$ cat src/rtl/dma_pkg.sv
// Shared DMA constants: data bus width, FIFO geometry, default watermarks and
// the transfer direction encoding.
package dma_pkg;

   localparam int unsigned DMA_DATA_W        = 32;
   localparam int unsigned DMA_FIFO_DEPTH    = 16;
   localparam int unsigned DMA_FIFO_ADDR_W   = $clog2(DMA_FIFO_DEPTH);
   localparam int unsigned DMA_FIFO_AF_LEVEL = 12;
   localparam int unsigned DMA_FIFO_AE_LEVEL = 4;

   typedef enum logic {
      FIFO_TO_RAM = 1'b0,
      RAM_TO_FIFO = 1'b1
   } dma_dir_e;

endpackage

$ cat src/rtl/dma_fifo_mem.sv
// DEPTH x DATA_W storage: one synchronous write port and one registered read
// port whose output register holds its value when no read is requested.
module dma_fifo_mem
   import dma_pkg::*;
#(
   parameter int unsigned DATA_W = DMA_DATA_W,
   parameter int unsigned DEPTH  = DMA_FIFO_DEPTH,
   parameter int unsigned ADDR_W = DMA_FIFO_ADDR_W
) (
   input  logic              clk,
   input  logic              reset,
   input  logic              wr_en,
   input  logic [ADDR_W-1:0] wr_addr,
   input  logic [DATA_W-1:0] wr_data,
   input  logic              rd_en,
   input  logic [ADDR_W-1:0] rd_addr,
   output logic [DATA_W-1:0] rd_data
);

   logic [DATA_W-1:0] mem_q [DEPTH];
   logic [DATA_W-1:0] rd_data_q, rd_data_d;

   // Storage needs no reset; contents are undefined until written.
   always_ff @(posedge clk) begin
      if (wr_en) begin
         mem_q[wr_addr] <= wr_data;
      end
   end

   always_comb begin
      rd_data_d = rd_data_q;
      if (rd_en) begin
         rd_data_d = mem_q[rd_addr];
      end
   end

   always_ff @(posedge clk or negedge reset) begin
      if (!reset) begin
         rd_data_q <= '0;
      end else begin
         rd_data_q <= rd_data_d;
      end
   end

   assign rd_data = rd_data_q;

endmodule

$ cat src/rtl/dma_fifo.sv
// Synchronous word FIFO between the DMA engine and the SD data-line stage.
// Holds pointers, level and registered status/error flags; storage is in dma_fifo_mem.
module dma_fifo
   import dma_pkg::*;
#(
   parameter int unsigned DATA_W   = DMA_DATA_W,
   parameter int unsigned DEPTH    = DMA_FIFO_DEPTH,
   parameter int unsigned ADDR_W   = DMA_FIFO_ADDR_W,
   parameter int unsigned AF_LEVEL = DMA_FIFO_AF_LEVEL,
   parameter int unsigned AE_LEVEL = DMA_FIFO_AE_LEVEL
) (
   input  logic              clk,
   input  logic              reset,
   input  logic              flush,
   input  logic              fifo_write,
   input  logic [DATA_W-1:0] data_in,
   input  logic              fifo_read,
   output logic [DATA_W-1:0] data_out,
   output logic              data_out_valid,
   output logic              fifo_full,
   output logic              fifo_empty,
   output logic              almost_full,
   output logic              almost_empty,
   output logic [ADDR_W:0]   level,
   output logic              overflow,
   output logic              underflow
);

   localparam logic [ADDR_W:0] FullLvl = (ADDR_W+1)'(DEPTH);
   localparam logic [ADDR_W:0] AfLvl   = (ADDR_W+1)'(AF_LEVEL);
   localparam logic [ADDR_W:0] AeLvl   = (ADDR_W+1)'(AE_LEVEL);

   logic [ADDR_W-1:0] wr_ptr_q, wr_ptr_d;
   logic [ADDR_W-1:0] rd_ptr_q, rd_ptr_d;
   logic [ADDR_W:0]   level_q, level_d;
   logic              full_q, full_d;
   logic              empty_q, empty_d;
   logic              af_q, af_d;
   logic              ae_q, ae_d;
   logic              valid_q, valid_d;
   logic              ovf_q, ovf_d;
   logic              unf_q, unf_d;
   logic              rd_ok, wr_ok;
   logic              mem_we, mem_re;

   always_comb begin
      rd_ok    = fifo_read & ~empty_q;
      // A full FIFO still takes a push when the same cycle pops a word out.
      wr_ok    = fifo_write & (~full_q | rd_ok);
      mem_we   = wr_ok & ~flush;
      mem_re   = rd_ok & ~flush;

      wr_ptr_d = wr_ptr_q;
      rd_ptr_d = rd_ptr_q;
      level_d  = level_q;
      valid_d  = 1'b0;
      ovf_d    = ovf_q;
      unf_d    = unf_q;

      if (flush) begin
         wr_ptr_d = '0;
         rd_ptr_d = '0;
         level_d  = '0;
         ovf_d    = 1'b0;
         unf_d    = 1'b0;
      end else begin
         if (wr_ok) begin
            wr_ptr_d = wr_ptr_q + ADDR_W'(1);
         end
         if (rd_ok) begin
            rd_ptr_d = rd_ptr_q + ADDR_W'(1);
         end
         unique case ({wr_ok, rd_ok})
            2'b10:   level_d = level_q + (ADDR_W+1)'(1);
            2'b01:   level_d = level_q - (ADDR_W+1)'(1);
            default: level_d = level_q;
         endcase
         valid_d = rd_ok;
         ovf_d   = ovf_q | (fifo_write & ~wr_ok);
         unf_d   = unf_q | (fifo_read & empty_q);
      end

      full_d  = (level_d == FullLvl);
      empty_d = (level_d == '0);
      af_d    = (level_d >= AfLvl);
      ae_d    = (level_d <= AeLvl);
   end

   always_ff @(posedge clk or negedge reset) begin
      if (!reset) begin
         wr_ptr_q <= '0;
         rd_ptr_q <= '0;
         level_q  <= '0;
         full_q   <= 1'b0;
         empty_q  <= 1'b1;
         af_q     <= 1'b0;
         ae_q     <= 1'b1;
         valid_q  <= 1'b0;
         ovf_q    <= 1'b0;
         unf_q    <= 1'b0;
      end else begin
         wr_ptr_q <= wr_ptr_d;
         rd_ptr_q <= rd_ptr_d;
         level_q  <= level_d;
         full_q   <= full_d;
         empty_q  <= empty_d;
         af_q     <= af_d;
         ae_q     <= ae_d;
         valid_q  <= valid_d;
         ovf_q    <= ovf_d;
         unf_q    <= unf_d;
      end
   end

   dma_fifo_mem #(
      .DATA_W (DATA_W),
      .DEPTH  (DEPTH),
      .ADDR_W (ADDR_W)
   ) u_mem (
      .clk     (clk),
      .reset   (reset),
      .wr_en   (mem_we),
      .wr_addr (wr_ptr_q),
      .wr_data (data_in),
      .rd_en   (mem_re),
      .rd_addr (rd_ptr_q),
      .rd_data (data_out)
   );

   assign data_out_valid = valid_q;
   assign fifo_full      = full_q;
   assign fifo_empty     = empty_q;
   assign almost_full    = af_q;
   assign almost_empty   = ae_q;
   assign level          = level_q;
   assign overflow       = ovf_q;
   assign underflow      = unf_q;

endmodule
$ cat config.mk
export PLATFORM = sky130hd
export DESIGN_NAME = dma_fifo
export DESIGN_NICKNAME = d
export VERILOG_FILES = /design/src/rtl/dma_pkg.sv /design/src/rtl/dma_fifo_mem.sv /design/src/rtl/dma_fifo.sv
export SDC_FILE = /design/constraint.sdc
export NUM_CORES = 1
export LEC_CHECK = 0
export ABC_CLOCK_PERIOD_IN_PS = 5400
export CAP_MARGIN = 10
export CORE_UTILIZATION = 50
export CTS_CLUSTER_DIAMETER = 40
export DETAILED_ROUTE_END_ITERATION = 7
export GPL_ROUTABILITY_DRIVEN = 0
export PLACE_DENSITY = 0.67
export SKIP_CTS_REPAIR_TIMING = 1
export SLEW_MARGIN = 20
export SYNTH_ARGS = -nofsm -noshare
export SYNTH_HDL_FRONTEND = slang
export SYNTH_HIERARCHICAL = 1
export SYNTH_SLANG_ARGS = --single-unit
$ cat constraint.sdc
create_clock -name clk -period 5.4 [get_ports clk]
set_clock_uncertainty 0.2 [all_clocks]
set_input_delay 0.81 -clock clk [delete_from_list [all_inputs] [get_ports clk]]
set_output_delay 0.81 -clock clk [all_outputs]
set_load 0.01 [all_outputs]
# After elaboration in Yosys (flattened, before gate mapping)
# Memory sizes are Yosys's and may differ from the RTL's. A register that Yosys moved wholly into a read port is not among the register bits.
# Cells that the tools add are included.
# totals
ramBits,512
ff_bits,20
memories,1
elab_cells,48
# classes
addsub,4
n_mux,11
n_lt_le_gt_ge,2
n_reduce_logical,4
bitwise,13
eq_ne,3
# mem_list
memory,depth,word_bits,read_ports,rd_ports_with_merged_regs,wr,line_no,rtl
u_mem.mem_q,16,32,1,1,1,dma_fifo_mem.sv:20,logic [DATA_W-1:0] mem_q [DEPTH];
# ops
cell,n
2-to-1 mux 4 bit,4
case mux 5 bit (2 select lines),1
"adder 4 x 1 -> 4 bit, second input constant",2
AND 1 bit,6
"adder 5 x 1 -> 5 bit, second input constant",1
"== test 5 bit, second input constant",1
"greater-or-equal comparator 5 x 4 -> 1 bit, second input constant",1
"less-or-equal comparator 5 x 3 -> 1 bit, second input constant",1
logical NOT 5 bit,1
2-to-1 mux 1 bit,5
2-to-1 mux 5 bit,1
"subtractor 5 x 1 -> 5 bit, second input constant",1
inverter 1 bit,4
nonzero test 2 bit,2
OR 1 bit,3
"== test 2 x 1 -> 1 bit, second input constant",1
"== test 2 bit, second input constant",1
logical NOT 1 bit,1

# Longest topological paths before layout
# Gate-level depths: netlist (run 1).
# logic_depth
word_depth,8
mapped_depth,12
ltp_nobuf,11

# Hierarchy
# The synthesis (run 1) kept the hierarchy.
# by_module_without_submodules
mod,area_per_inst_um2,n_inst,cells_each
dma_fifo_mem,20788.7,1,876
dma_fifo,1021.0,1,99

# Worst setup path after synthesis (run 1)
# Ideal clock, no wire load.
# synth_timing
path_kind,in2reg
start,input port fifo_read
end,"memory u_mem/mem_q[0][0] (netlist bit), enable pin"
path_slack_ns,0.491
path_stages,6
required_time_ns,4.739
arrival_time_ns,4.248
n_path_buf,0
setup_ns,0.461
cell_sequence,nand2b_1 a21boi_1 inv_1 nor2_1 or3b_2 nor3_1
# synth_between
elab_chain_cells,6
# synth_lines
element,line_no,rtl
from (decl),dma_fifo.sv:17,"input logic fifo_read,"
AND 1 bit,dma_fifo.sv:47,rd_ok = fifo_read & ~empty_q;
OR 1 bit,dma_fifo.sv:49,wr_ok = fifo_write & (~full_q | rd_ok);
AND 1 bit,dma_fifo.sv:49,
AND 1 bit,dma_fifo.sv:50,mem_we = wr_ok & ~flush;
via mem_we,dma_fifo.sv:44,"logic mem_we, mem_re;"
2-to-1 mux 1 bit,dma_fifo_mem.sv:25,if (wr_en) begin
2-to-1 mux 1 bit (not written as such),dma_fifo_mem.sv:26,mem_q[wr_addr] <= wr_data;
to (decl),dma_fifo_mem.sv:20,
# The timed path passes the listed nets, and every way through them passes these cells.

# Worst setup path after layout (run 1)
# layout_timing
start,input port fifo_read
end,"memory u_mem/mem_q[5][5] (netlist bit), enable pin"
# The elaborated chain is that of the path after synthesis.

==> metrics.csv, run 1 <==
stage,metric,value,unit
timing,maxSlewHeadroom,26.16,%
clock_tree,cts_tree,done,
pwr,pwr-share-comb,12.0,%
clock_tree,clk_path_buf_depth,3,
placement,hpwl,25700,um
die,die_area,44460,um^2
layout,syn2layout_area_growth,17.27,%
pwr,ir_worst_vdd,0.2669,mV
layout,final_cell_area,25580,um^2
logic_synthesis,syn_nets,1017,
placement,portBuffers,80,
placement,dpl_cell_area,23250,um^2
critical_path,worst-path-max-fanout,22,
detailed_routing,dr_total_vias,10170,
layout,post_route_cells_drive_above_1_share,28.01,%
detailed_routing,detail-route-antenna-nets,0,
layout,n_antenna_cell,0,
logic_synthesis,netlist_top_cells_area,"edfxtp_1 70%, mux4_2 12%, dfrtp_1 5.7%, a221oi_2 1.6%, mux2i_1 1.5%",
global_route,track_usage,21.64,%
detailed_routing,wl_per_cell,26.20,um
layout,fill_cells,2975,
detailed_routing,drt_first_iter_violations,894,
pwr,p_seq_share,46.4,%
pwr,clkPwrFrac,41.6,%
layout,mostFrequentLayoutCells,"512 x edfxtp_1, 120 x mux4_2, 79 x clkdlybuf4s50_1",
logic_synthesis,yosysWarnings,6,
critical_path,cp-start-kind,input port,
die,die_h,210.9,um
timing,worst_slew_pin_slew,1108,ps
logic_synthesis,ys_types,49,
timing,period_share,67.74,%
pwr,powerDensity,433.8,nW/um^2
critical_path,ff2ff_path_depth,7,
global_route,grt_pass1_wl,69570,um
die,fp.coreArea,43080,um^2
die,pin_count,81,
logic_synthesis,yosys.area.top_type_share,70.50,%
clock_tree,htree_num_levels,3,
clock_tree,cts_sinks,564,
critical_path,cp.required,5450,ps
logic_synthesis,syn_area,21810,um^2
logic_synthesis,syn_inst,975,
logic_synthesis,synth_edf_count,512,
detailed_routing,drt_wl_total,45530,um
die,die_w,210.9,um
critical_path,cp_data_arrival_time,3710,ps
timing,grt_setup_unrepaired,false,
detailed_routing,via_per_inst,5.850,
logic_synthesis,syn_area_per_cell,22.37,um^2
layout,seq_area,16690,um^2
clock_tree,root_buffer,clkbuf_16,
logic_synthesis,ys.flop_type,edfxtp_1,
timing,fmax,273.4,MHz
critical_path,max_stage_delay,700,ps
critical_path,worstSetupPathType,input port to flip-flop,
global_route,grt.overflow.total,0,
pwr,p_int,0.008491,W
job,drv_cap,0,
run_status,status,"finished, final reports clean",
global_route,antenna_found_initial,0,
detailed_routing,detail_route.first_pass.iterations,4,
critical_path,worst-r2r-setup-slack,2030,ps
global_route,grt_max_degree,68,
die,rows,76,
logic_synthesis,ys_seq_elements,564,
logic_synthesis,ys_seq_area_share,76.47,%
pwr,switchingPower,0.002604,W
layout,nNetsFinal,1142,
pwr,switching_share,23.47,%
die,initial_core_util,50.63,%
critical_path,r2r_end,u_mem/mem_q[5][5]$_DFFE_PP_,
clock_tree,clk_latency,570,ps
layout,layout_commonest_cell,edfxtp_1,
timing,hold_viol,0,
timing,finalSetupTns,0,ps
detailed_routing,remaining_drc_errors,0,
timing,slew_violations,0,
global_route,grt_pass1_vias,10750,
critical_path,rr_startpoint,fifo_empty$_DFF_PN1_,
critical_path,crit_chain,"clkdlybuf4s50_1, nand2b_1, a21boi_1, inv_1, nor2_1, nand3b_1, nor2_4, buf_4",
critical_path,slowest_stage,nor2_4,
critical_path,endpoint_kind,flip-flop,
layout,utilization,59.37,%
pwr,total_power,0.01110,W
timing,setup_violations,0,
layout,multiInputGateArea,4778,um^2
timing,min_period,3658,ps
clock_tree,tritoncts.num_buffers,68,
logic_synthesis,async_flop_share,9.220,%
pwr,cellLeakagePower,8.136,nW
logic_synthesis,yosys.area.top_type,edfxtp_1,
hold_path,hold_class,input port to async pin,
clock_tree,clkSlewWorstSetupHoldPaths,60,ps
==> routing by layer <==
metal  wire length, um  GRT usage, %  vias to the layer above
met2             22730         35.02                      325
met5                 0             0                        -
met1             18980         29.79                     5392
met4              1219         7.896                        0
met3              2596         3.806                       73
li1                  -             -                     4378
==> final cells by class <==
cell class                 count  area share [%]
clock buffer                  88           7.392
clock inverter                35           1.683
inverter                       3         0.04403
multi-input combinational    355           18.68
sequential                   564           65.26
tap                          585           2.862
timing repair buffer         108           4.080
==> worst max-delay path: cells and delay by family <==
kind / cells / cell delay [ps]
AOI/OAI and AO/OA: 1 / 400
and+or+nand+nor: 4 / 1480
buffers and inverters: 3 / 990
==> synth_stat cells, drive strengths merged, types with 8 or more instances <==
library cell and instances:
mux2i 33, nor3 8, a221oi 32, buf 36
edfxtp 512, o22ai 32, mux4 128, dfrtp 50
clkbuf 13, nand2 9, nor2 61
==> through the flow <==
step / std cells / hold WS [ps] / worst slack (ps)
2_1_floorplan: 975 / 314.4 / 490.9
3_3_place_gp: 1615 / 280.7 / 1215
3_5_place_dp: 1615 / 293.9 / 1129
4_1_cts: 1738 / 130.2 / 1708
5_1_grt: 1738 / 163.9 / 1544
6_report: 1738 / 123.2 / 1742
==> registers in the layout, indices dropped and copies added (netlist names) <==
register,count
almost_empty,1
overflow,1
fifo_empty,1
fifo_full,1
underflow,1
level,5
rd_ptr_q,4
data_out_valid,1
wr_ptr_q,4
u_mem/rd_data,32
u_mem/mem_q,512
almost_full,1
==> kinds of logic (layout without fill, tap and decap cells) <==
| group | Yosys count | in the layout | synth area share [%] |
|---|---|---|---|
| muxes | 163 | 163 | 15.01 |
| DFF | 564 | 564 | 76.47 |
| buffers and inverters | 56 | 234 | 2.174 |
| and+or+nand+nor | 99 | 99 | 2.111 |
| xor gates and xnor gates | 10 | 10 | 0.4016 |
| adders and majority gates | 5 | 5 | 0.2868 |
| AOI/OAI and AO/OA | 78 | 78 | 3.545 |
==> power groups by stage <==
stage	combinational (W)	clock (W)	sequential [W]
final	0.00133	0.00462	0.00515
after CTS	0.00135	0.00471	0.00515
after global routing	0.00143	0.00489	0.00518
after global placement	0.00132	0	0.00524
after floorplan	0.000788	0	0.00521
after detailed placement	0.00134	0	0.00524
==> worst max path at each step <==
stage	start	end	slack [ps]	cells after the start
3_5_place_dp	fifo_read	u_mem/mem_q[5][0]$_DFFE_PP_	1130	8
5_1_grt	fifo_read	u_mem/mem_q[5][5]$_DFFE_PP_	1540	8
6_report	fifo_read	u_mem/mem_q[5][5]$_DFFE_PP_	1740	8
2_1_floorplan	fifo_read	u_mem/mem_q[0][0]$_DFFE_PP_	490	6
3_3_place_gp	fifo_read	u_mem/mem_q[5][0]$_DFFE_PP_	1210	8
4_1_cts	fifo_read	u_mem/mem_q[5][5]$_DFFE_PP_	1710	8
Power figures use the tool's default switching activity.
==> run 2, diff against run 1 <==
- ABC_CLOCK_PERIOD_IN_PS: 5400 -> 3500
- clock period: 5.4 -> 3.5 ns (I/O delays scaled with it)
==> metrics.csv, run 2 (synthesis results as in run 1) <==
stage,metric,value,unit
run_status,status,"finished, final reports clean",
timing,maxSlewHeadroom,44.55,%
placement,dpl_cell_area,23640,um^2
layout,largest_reg_flops,512,
layout,post_route_cells_drive_above_1_share,29.51,%
clock_tree,clk_latency,580,ps
detailed_routing,wl_per_cell,25.77,um
detailed_routing,met3WireLength,2850,um
critical_path,endpoint_kind,flip-flop,
die,fp.coreArea,43080,um^2
pwr,powerDensity,661.0,nW/um^2
detailed_routing,drt_first_iter_violations,920,
placement,place_ws,113.8,ps
critical_path,worst-r2r-setup-slack,670,ps
die,pin_count,81,
detailed_routing,wl_met1,19970,um
placement,portBuffers,80,
layout,syn2layout_area_growth,19.08,%
placement,place_inst,1636,
timing,fmax,354.0,MHz
clock_tree,clkSlewWorstSetupHoldPaths,50,ps
timing,finalSetupTns,0,ps
clock_tree,htree_num_levels,3,
timing,timing.final.ws_setup,675.0,ps
critical_path,cp_data_arrival_time,3090,ps
detailed_routing,top_layer,met4,
detailed_routing,wl_met2,21690,um
global_route,grt_max_degree,51,
critical_path,worstSetupPathType,flip-flop to flip-flop,
clock_tree,tritoncts.num_buffers,68,
die,die_w,210.9,um
timing,period_share,80.71,%
timing,setup_violations,0,
global_route,grt_pass1_wl,68680,um
placement,hpwl,26270,um
layout,mostFrequentLayoutCells,"512 x edfxtp_1, 120 x mux4_2, 79 x clkdlybuf4s50_1",
clock_tree,root_buffer,clkbuf_16,
timing,hold_viol,0,
timing,slew_violations,0,
layout,layout_commonest_cell,edfxtp_1,
timing,worst_slew_pin_slew,831.7,ps
clock_tree,cts_tree,done,
global_route,grt.overflow.total,0,
pwr,cellLeakagePower,8.278,nW
global_route,track_usage,21.35,%
die,die_h,210.9,um
layout,n_antenna_cell,0,
global_route,grt_pass1_vias,10810,
pwr,ir_worst_vdd,0.4232,mV
die,die_area,44460,um^2
clock_tree,clk_path_buf_depth,3,
detailed_routing,detail_route.first_pass.iterations,5,
critical_path,cp.required,3770,ps
detailed_routing,remaining_drc_errors,0,
timing,min_period,2825,ps
global_route,antenna_found_initial,0,
layout,nNetsFinal,1164,
detailed_routing,dr_total_vias,10320,
timing,grt_setup_unrepaired,false,
layout,regMostFlops,u_mem/mem_q,
die,initial_core_util,50.63,%
job,drv_cap,0,
layout,final_cell_count_no_fill,1761,
layout,final_cell_area,25970,um^2
critical_path,worst-path-max-fanout,5,
hold_path,hold_class,flip-flop to flip-flop,
critical_path,cp-start-kind,flip-flop,
detailed_routing,detail-route-antenna-nets,0,
clock_tree,cts_sinks,564,
detailed_routing,drt_wl_total,45380,um
detailed_routing,via_per_inst,5.857,
die,rows,76,
## run 2: changes by cell type in the layout (fill, tap and decap cells not counted), sizes merged
| cell | delta |
|---|---|
| buf | +21 |
| clkbuf | -8 |
| dlygate4sd3 | +1 |
| inv | -1 |
| clkinvlp | +3 |
| clkinv | +7 |
## run 2: power by group
part           switching (W)  internal [W]
Combinational        0.00110       0.00110
Sequential          0.000206       0.00765
Clock                0.00278       0.00433
## run 2: worst max-delay path: stages, from the launching register on
cell and delay (ps):
dfstp_2 380, nand2b_1 150, a21boi_1 210, inv_1 130, ha_1 220, xor2_1 160, ha_1 200, a21o_1 120
a21oi_1 70, nor4_2 300, mux2_4 350, nor3_1 230
## run 2: per-layer routing
layer / track usage (%) / up-vias
li1: - / 4417
met1: 31.29 / 5494
met2: 33.11 / 337
met3: 3.866 / 67
met4: 6.372 / 0
met5: 0 / -
## run 2: worst paths after layout
kind	from	endpoint	cells after the start
worst max-delay path	fifo_empty$_DFF_PN1_	fifo_empty$_DFF_PN1_	11
worst min-delay path	overflow$_DFF_PN0_	overflow$_DFF_PN0_	2
worst max register to register	fifo_empty$_DFF_PN1_	fifo_empty$_DFF_PN1_	11
worst min register to register	overflow$_DFF_PN0_	overflow$_DFF_PN0_	2
max in group asynchronous	reset	u_mem/rd_data[25]$_DFFE_PN0P_	3
min in group asynchronous	reset	u_mem/rd_data[5]$_DFFE_PN0P_	2
## run 2: final cells by class
| cell class | count | area, um^2 |
|---|---|---|
| Clock buffer | 80 | 1831 |
| Timing Repair Buffer | 130 | 1411 |
| Clock inverter | 44 | 491.7 |
| Multi-Input combinational cell | 355 | 4803 |
| Tap cell | 585 | 732.0 |
| Sequential cell | 564 | 16690 |
| Fill cell | 3000 | 17110 |
| Inverter | 3 | 11.26 |
## run 2: stage by stage
| stage | hold slack [ps] | utilization (%) | power (W) |
|---|---|---|---|
| global placement | 288.9 | 54.87 | 0.01019 |
| finish | 316.5 | 60.29 | 0.01717 |
| detailed placement | 288.6 | 54.87 | 0.01021 |
| global route | 353.3 | 60.29 | 0.01776 |
| floorplan | 29.41 | - | 0.009258 |
| CTS | -156.0 | 60.26 | 0.01733 |
